**src/rtl/fir_coeff_bank_ctrl_if.sv**
```systemverilog
// Host coefficient-RAM write/readback bus plus the MAC parallel tap-read port.
// master = host/MAC side, slave = coefficient bank controller.
interface fir_coeff_bank_ctrl_if #(
  parameter int DW       = 16,
  parameter int AW       = 6,
  parameter int NUM_BANK = 4
);
  logic                   iCsnRam;
  logic                   iWrnRam;
  logic [AW-1:0]          iAddrRam;
  logic [DW-1:0]          iWrDtRam;
  logic [DW-1:0]          oRdDtRam;
  logic                   iRdEnCoeff;
  logic [3:0]             iRdAddrCoeff;
  logic [NUM_BANK*DW-1:0] oRdDtCoeff;
  logic                   oRdValid;

  modport master (
    output iCsnRam, iWrnRam, iAddrRam, iWrDtRam, iRdEnCoeff, iRdAddrCoeff,
    input  oRdDtRam, oRdDtCoeff, oRdValid
  );

  modport slave (
    input  iCsnRam, iWrnRam, iAddrRam, iWrDtRam, iRdEnCoeff, iRdAddrCoeff,
    output oRdDtRam, oRdDtCoeff, oRdValid
  );
endinterface

```
**src/rtl/fir_coeff_bank_ctrl.sv**
```systemverilog
// FIR coefficient bank controller: 4 banks x 10 taps, host write decode, parallel MAC reads.
// Optional host readback port enabled by `define COEFF_READBACK_EN.
module fir_coeff_bank_ctrl #(
   parameter int NUM_BANK = 4,
   parameter int NUM_TAP  = 10,
   parameter int DW       = 16,
   parameter int AW       = 6
) (
   input  logic                 iClk12M,
   input  logic                 iRst,
   input  logic                 iCoeffUpdateFlag,
   fir_coeff_bank_ctrl_if.slave bus,
   output logic                 oCoeffReady,
   output logic                 oWrErr,
   output logic [5:0]           oWrCnt
);

   typedef enum logic {ST_RUN, ST_UPDATE} state_t;

   state_t                           state;
   logic [DW-1:0]                    coeff [NUM_BANK][NUM_TAP];
   logic [NUM_BANK-1:0][NUM_TAP-1:0] mask;

   logic [1:0]             wrBank;
   logic [3:0]             wrTap;
   logic                   wrTapOk;
   logic                   wrStrobe;
   logic                   rdTapOk;
   logic [NUM_BANK*DW-1:0] rdWord;

   assign wrBank   = bus.iAddrRam[AW-1:AW-2];
   assign wrTap    = bus.iAddrRam[AW-3:0];
   assign wrTapOk  = wrTap < 4'(NUM_TAP);
   assign wrStrobe = !bus.iCsnRam && !bus.iWrnRam;
   assign rdTapOk  = bus.iRdAddrCoeff < 4'(NUM_TAP);

   always_comb begin
      rdWord = '0;
      for (int unsigned b = 0; b < NUM_BANK; b++)
         rdWord[b*DW +: DW] = coeff[b][bus.iRdAddrCoeff];
   end

   function automatic logic [5:0] popCount(input logic [NUM_BANK-1:0][NUM_TAP-1:0] m);
      popCount = '0;
      for (int unsigned b = 0; b < NUM_BANK; b++)
         for (int unsigned t = 0; t < NUM_TAP; t++)
            popCount = popCount + 6'(m[b][t]);
   endfunction

   always_ff @(posedge iClk12M or posedge iRst) begin
      if (iRst) begin
         state          <= ST_RUN;
         mask           <= '0;
         oWrErr         <= 1'b0;
         oWrCnt         <= '0;
         oCoeffReady    <= 1'b0;
         bus.oRdValid   <= 1'b0;
         bus.oRdDtCoeff <= '0;
         for (int unsigned b = 0; b < NUM_BANK; b++)
            for (int unsigned t = 0; t < NUM_TAP; t++)
               coeff[b][t] <= '0;
      end else begin
         case (state)
            ST_RUN:
               if (iCoeffUpdateFlag) begin
                  state  <= ST_UPDATE;
                  mask   <= '0;
                  oWrErr <= 1'b0;
               end
            ST_UPDATE:
               if (!iCoeffUpdateFlag) state <= ST_RUN;
         endcase

         // Placed after the update-entry clear so a strobe on the entry edge still flags.
         if (wrStrobe) begin
            if (state == ST_UPDATE && wrTapOk) begin
               coeff[wrBank][wrTap] <= bus.iWrDtRam;
               mask[wrBank][wrTap]  <= 1'b1;
            end else begin
               oWrErr <= 1'b1;
            end
         end

         oWrCnt      <= popCount(mask);
         oCoeffReady <= (state == ST_RUN) && (&mask);

         if (state == ST_UPDATE) begin
            bus.oRdValid   <= 1'b0;
            bus.oRdDtCoeff <= '0;
         end else if (bus.iRdEnCoeff) begin
            bus.oRdValid   <= 1'b1;
            bus.oRdDtCoeff <= rdTapOk ? rdWord : '0;
         end else begin
            bus.oRdValid   <= 1'b0;
         end
      end
   end

`ifdef COEFF_READBACK_EN
   always_ff @(posedge iClk12M or posedge iRst) begin
      if (iRst)
         bus.oRdDtRam <= '0;
      else if (!bus.iCsnRam && bus.iWrnRam)
         bus.oRdDtRam <= wrTapOk ? coeff[wrBank][wrTap] : '0;
   end
`else
   assign bus.oRdDtRam = '0;
`endif

endmodule

```
**src/flat_wrapper.sv**
```systemverilog
// flat-port wrapper written by rule: the top's interface ports become plain ports
module fir_coeff_bank_ctrl_flat 
#(
   parameter int NUM_BANK = 4,
   parameter int NUM_TAP  = 10,
   parameter int DW       = 16,
   parameter int AW       = 6
)
  (iClk12M, iRst, iCoeffUpdateFlag, oCoeffReady, oWrErr, oWrCnt, bus_iCsnRam, bus_iWrnRam, bus_iAddrRam, bus_iWrDtRam, bus_iRdEnCoeff, bus_iRdAddrCoeff, bus_oRdDtRam, bus_oRdDtCoeff, bus_oRdValid);
  fir_coeff_bank_ctrl_if #(.DW(DW), .AW(AW), .NUM_BANK(NUM_BANK)) bus_i ();
  input  logic iClk12M;
  input  logic iRst;
  input  logic iCoeffUpdateFlag;
  output logic oCoeffReady;
  output logic oWrErr;
  output logic [5:0] oWrCnt;
  input wire logic [$bits(bus_i.iCsnRam)-1:0] bus_iCsnRam;
  input wire logic [$bits(bus_i.iWrnRam)-1:0] bus_iWrnRam;
  input wire logic [$bits(bus_i.iAddrRam)-1:0] bus_iAddrRam;
  input wire logic [$bits(bus_i.iWrDtRam)-1:0] bus_iWrDtRam;
  input wire logic [$bits(bus_i.iRdEnCoeff)-1:0] bus_iRdEnCoeff;
  input wire logic [$bits(bus_i.iRdAddrCoeff)-1:0] bus_iRdAddrCoeff;
  output wire logic [$bits(bus_i.oRdDtRam)-1:0] bus_oRdDtRam;
  output wire logic [$bits(bus_i.oRdDtCoeff)-1:0] bus_oRdDtCoeff;
  output wire logic [$bits(bus_i.oRdValid)-1:0] bus_oRdValid;
  assign bus_i.iCsnRam = bus_iCsnRam;
  assign bus_i.iWrnRam = bus_iWrnRam;
  assign bus_i.iAddrRam = bus_iAddrRam;
  assign bus_i.iWrDtRam = bus_iWrDtRam;
  assign bus_i.iRdEnCoeff = bus_iRdEnCoeff;
  assign bus_i.iRdAddrCoeff = bus_iRdAddrCoeff;
  assign bus_oRdDtRam = bus_i.oRdDtRam;
  assign bus_oRdDtCoeff = bus_i.oRdDtCoeff;
  assign bus_oRdValid = bus_i.oRdValid;
  fir_coeff_bank_ctrl #(.NUM_BANK(NUM_BANK), .NUM_TAP(NUM_TAP), .DW(DW), .AW(AW)) u_core (.iClk12M(iClk12M), .iRst(iRst), .iCoeffUpdateFlag(iCoeffUpdateFlag), .bus(bus_i), .oCoeffReady(oCoeffReady), .oWrErr(oWrErr), .oWrCnt(oWrCnt));
endmodule
```
**config.mk**
```make
export PLATFORM = sky130hd
export DESIGN_NAME = fir_coeff_bank_ctrl_flat
export DESIGN_NICKNAME = d
export VERILOG_FILES = /design/src/rtl/fir_coeff_bank_ctrl_if.sv /design/src/rtl/fir_coeff_bank_ctrl.sv /design/src/flat_wrapper.sv
export SDC_FILE = /design/constraint.sdc
export NUM_CORES = 1
export LEC_CHECK = 0
export CORE_ASPECT_RATIO = 1.2
export CORE_UTILIZATION = 55
export DETAILED_ROUTE_END_ITERATION = 7
export PLACE_DENSITY = 0.84
export SYNTH_ARGS = -nofsm -noshare
export SYNTH_HDL_FRONTEND = slang
export SYNTH_SLANG_ARGS = --single-unit
```
**constraint.sdc**
```tcl
create_clock -name iClk12M -period 26.4 [get_ports iClk12M]
set_input_delay 5.28 -clock iClk12M [delete_from_list [all_inputs] [get_ports iClk12M]]
set_output_delay 5.28 -clock iClk12M [all_outputs]
set_load 0.005 [all_outputs]
```
==> results by group <==
STA
  • Max-slew violation count: 0
  • Rel. slew slack: 0.1595
  • Setup violators final: 0
  • Fmax: 119.9 MHz
  • Final min period: 8.340 ns
  • Final hold viol count: 0
  • RSZ-0062 raised after global routing: false
  • Setup TNS: 0 ns
  • Setup Skew: 0.01763 ns
  • Min setup slack post-route: 18.06 ns
  • Period utilization: 0.3159
  • Worst-margin pin slew: 1.261 ns

Placement
  • GP Congestion: 0.8561
  • DP Area: 35910 sq um
  • Post-DP HPWL: 50.08 mm
  • # port buffers: 104
  • Pre-CTS setup slack: 17.25 ns

Cells and area
  • # diodes: 0
  • Final Cell Area: 38480 sq um
  • Nets: 2444
  • Area growth, synth to finish: 12.17%
  • Share of cells above drive strength 1: 0.3164
  • Final Core Density: 0.6288

Power
  • Part of the power in registers: 0.490
  • Peak supply drop: 0.00006059 V
  • Sw Share: 0.2243
  • Comb pwr share: 0.062
  • Tot Pwr: 2471 uW
  • Psw: 554.4 uW
  • Leakage: 0.01953 uW
  • Pwr/cell area: 64.22 nW/um^2
  • P_int: 1917 uW
  • Power share of the clock group: 0.448

Setup path
  • R2R cell count: 15
  • RR Endpoint: u_core.oWrCnt[4]$_DFF_PP0_
  • CP Cell Sequence: clkdlybuf4s50_1, clkinvlp_4, buf_12, buf_4, buf_4
  • Worst setup EP type: asynchronous set/reset pin
  • CP max-delay cell: buf_4
  • CP Data Required Time: 27.06 ns
  • Worst Path Max Fanout: 214
  • R2r setup slk: 21.05 ns
  • Critical path class: input port to asynchronous set/reset pin
  • Worst R2R Start: u_core.mask[0]$_DFF_PP0_
  • CP peak stage delay: 0.89 ns
  • Worst path most repeated cell: buf_4
  • Worst setup SP type: input port
  • Data arrival time of the critical path: 9.00 ns

Die
  • Core box area: 61190 sq um
  • Initial core utilization: 0.5606
  • Chip width: 230.0 um
  • Row count: 99
  • IO Count: 121
  • Die footprint: 63380 sq um
  • Die Y: 275.6 um

Synthesis
  • Sequential share of the synthesized area: 0.5500
  • Synth unique cells: 41
  • Area leader, netlist: dfrtp_1
  • Yosys Warn Count: 0
  • Area of the mapped netlist: 34300 sq um
  • Avg Inst Size Synth: 14.88 sq um
  • Main synth FF type: dfrtp_1
  • Share of flip-flops with an asynchronous set or reset: 1.000
  • Top-area cell type share of the netlist area: 0.5500
  • EDFF count, synth: 0
  • Post-synthesis register bit count: 754
  • Cells after Synth: 2305
  • Main area contributors after synthesis: dfrtp_1 (55%), mux2_2 (14%), mux2_1 (8.0%)

Clock network
  • Cts-stage hold buffer count: 0
  • # resized after CTS: 0
  • Clock transition at the registers of the reported paths: 0.06 ns
  • H-tree levels: 3
  • CTS Root Cell: clkbuf_16
  • Clock latency on the worst-skew pair: 0.62 ns
  • Clk buf depth: 3
  • Post-CTS setup buffer count: 0
  • Clock sinks: 754
  • Inserted Clock Buffers: 74
  • CTS tree: built

Detailed routing
  • WL/cell: 26.58 um
  • Total routed wirelength: 85.90 mm
  • Post-DRT Antenna Nets: 0
  • Post-route DRC: 0
  • Vias: 20414
  • DR vias/cell: 6.316
  • Initial detailed-routing violation count: 1818
  • Drt pass-1 iters: 6

GRT
  • Total GRT Usage: 0.2797
  • Antenna violations before repair: 0
  • Largest net degree at the start of global routing: 220
  • Wire length of the first global-routing pass: 133.8 mm
  • Vias in the first global route: 22500
  • Grt ovf: 0

Job
  • Max Cap Viol: 0

Worst hold path
  • Min-delay src: u_core.coeff[374]$_DFFE_PP0P_
  • Worst hold endpoint: u_core.coeff[374]$_DFFE_PP0P_
  • HP Class: register to register
  • Hold-critical path depth: 1

Status
  • Run status: complete, no violations
cells in the mapped netlist (2+ instances only):
cell type,n
dfrtp_1,754
mux2_2,440
mux2_1,243
nand2_1,118
clkbuf_1,112
mux2i_1,105
mux4_2,86
inv_1,55
a222oi_1,43
a21o_1,42
a22oi_1,42
nor3_4,35
buf_6,31
fa_1,31
buf_2,28
nand3_1,24
buf_4,21
o211ai_1,21
ha_1,12
buf_1,10
nand4_1,10
nor2b_1,7
nor2_1,6
nor2_2,5
a21oi_1,3
nand2b_1,3
and2_1,2
or4_1,2
xnor2_1,2
how the worst max path moves through the flow:
stage,cells after the start,slack [ns],to,from
final,5,18.06,u_core.bus.oRdDtCoeff[17]$_DFFE_PP0P_,iRst
after global routing,5,17.47,u_core.coeff[544]$_DFFE_PP0P_,iRst
after CTS,5,17.83,u_core.coeff[518]$_DFFE_PP0P_,iRst
after detailed placement,5,17.25,u_core.coeff[629]$_DFFE_PP0P_,iRst
after global placement,5,17.42,u_core.bus.oRdDtCoeff[9]$_DFFE_PP0P_,iRst
after floorplan,1,10.78,u_core.bus.oRdDtCoeff[0]$_DFFE_PP0P_,iRst
state kept, by name, indices dropped and copies added, names as in the netlist:
register               count
u_core.bus.oRdDtCoeff     64
u_core.oCoeffReady         1
u_core.mask               40
u_core.bus.oRdValid        1
u_core.oWrErr              1
u_core.oWrCnt              6
u_core.coeff             640
u_core.state               1
power by group through the flow:
stage / Sequential [uW] / Combinational, uW / Clock [uW]
final: 1210 / 153 / 1110
after global routing: 1210 / 166 / 1170
after CTS: 1210 / 155 / 1120
after detailed placement: 1230 / 153 / 0
after global placement: 1230 / 147 / 0
after floorplan: 1230 / 107 / 0
layout make-up:
cell class	count	area, sq um
multi-input combinational	1309	14220
sequential	754	18870
inverter	55	210.2
clock buffer	111	2287
tap	808	1011
timing repair buffer	175	1602
fill	4243	22710
clock inverter	20	281.5
cell families (layout without fill, tap and decap cells):
group / Yosys count / count (layout) / synth area share
muxes: 874 / 874 / 0.3113
buffers and inverters: 257 / 361 / 0.03823
and+or+nand+nor: 219 / 219 / 0.04056
DFF: 754 / 754 / 0.5500
adders and majority gates: 43 / 43 / 0.02247
xor gates and xnor gates: 3 / 3 / 0.0007661
AOI/OAI and AO/OA: 154 / 154 / 0.03651
other: 1 / 16 / 0.0001093
layout by cell type, fill, tap and decap left out, types with 4 or more instances in the layout:
| cell | count |
|---|---|
| a21o_1 | 42 |
| a222oi_1 | 43 |
| nand2_1 | 118 |
| o211ai_1 | 21 |
| clkbuf_1 | 13 |
| clkbuf_16 | 79 |
| buf_4 | 70 |
| conb_1 | 16 |
| mux2_2 | 440 |
| bufinv_16 | 7 |
| mux2i_1 | 105 |
| clkbuf_8 | 19 |
| a22oi_1 | 42 |
| nor3_4 | 35 |
| nand4_1 | 10 |
| clkinv_2 | 11 |
| inv_1 | 54 |
| ha_1 | 12 |
| mux2_1 | 243 |
| fa_1 | 31 |
| nor2b_1 | 6 |
| clkdlybuf4s50_1 | 102 |
| mux4_2 | 86 |
| nor2_2 | 6 |
| nor2_1 | 4 |
| dfrtp_1 | 754 |
| nand3_1 | 23 |
layer usage:
metal,up-vias,routed length [um],global-route usage
met4,0,3710,0.1420
met1,11017,33790,0.3488
met5,-,0,0
met3,206,4624,0.04535
li1,8448,-,-
met2,743,43770,0.4749
metrics by stage:
step                instances  hold WS, ns
finish                   3232       0.4825
global route             3232       0.4915
CTS                      3232       0.4826
detailed placement       3101       0.4705
global placement         3101       0.4613
floorplan                2320       0.4522
worst max-delay path, delay by kind of cell:
family / cells / cell delay (ns)
buffers and inverters: 5 / 3.54
Power figures use the tool's default switching activity.
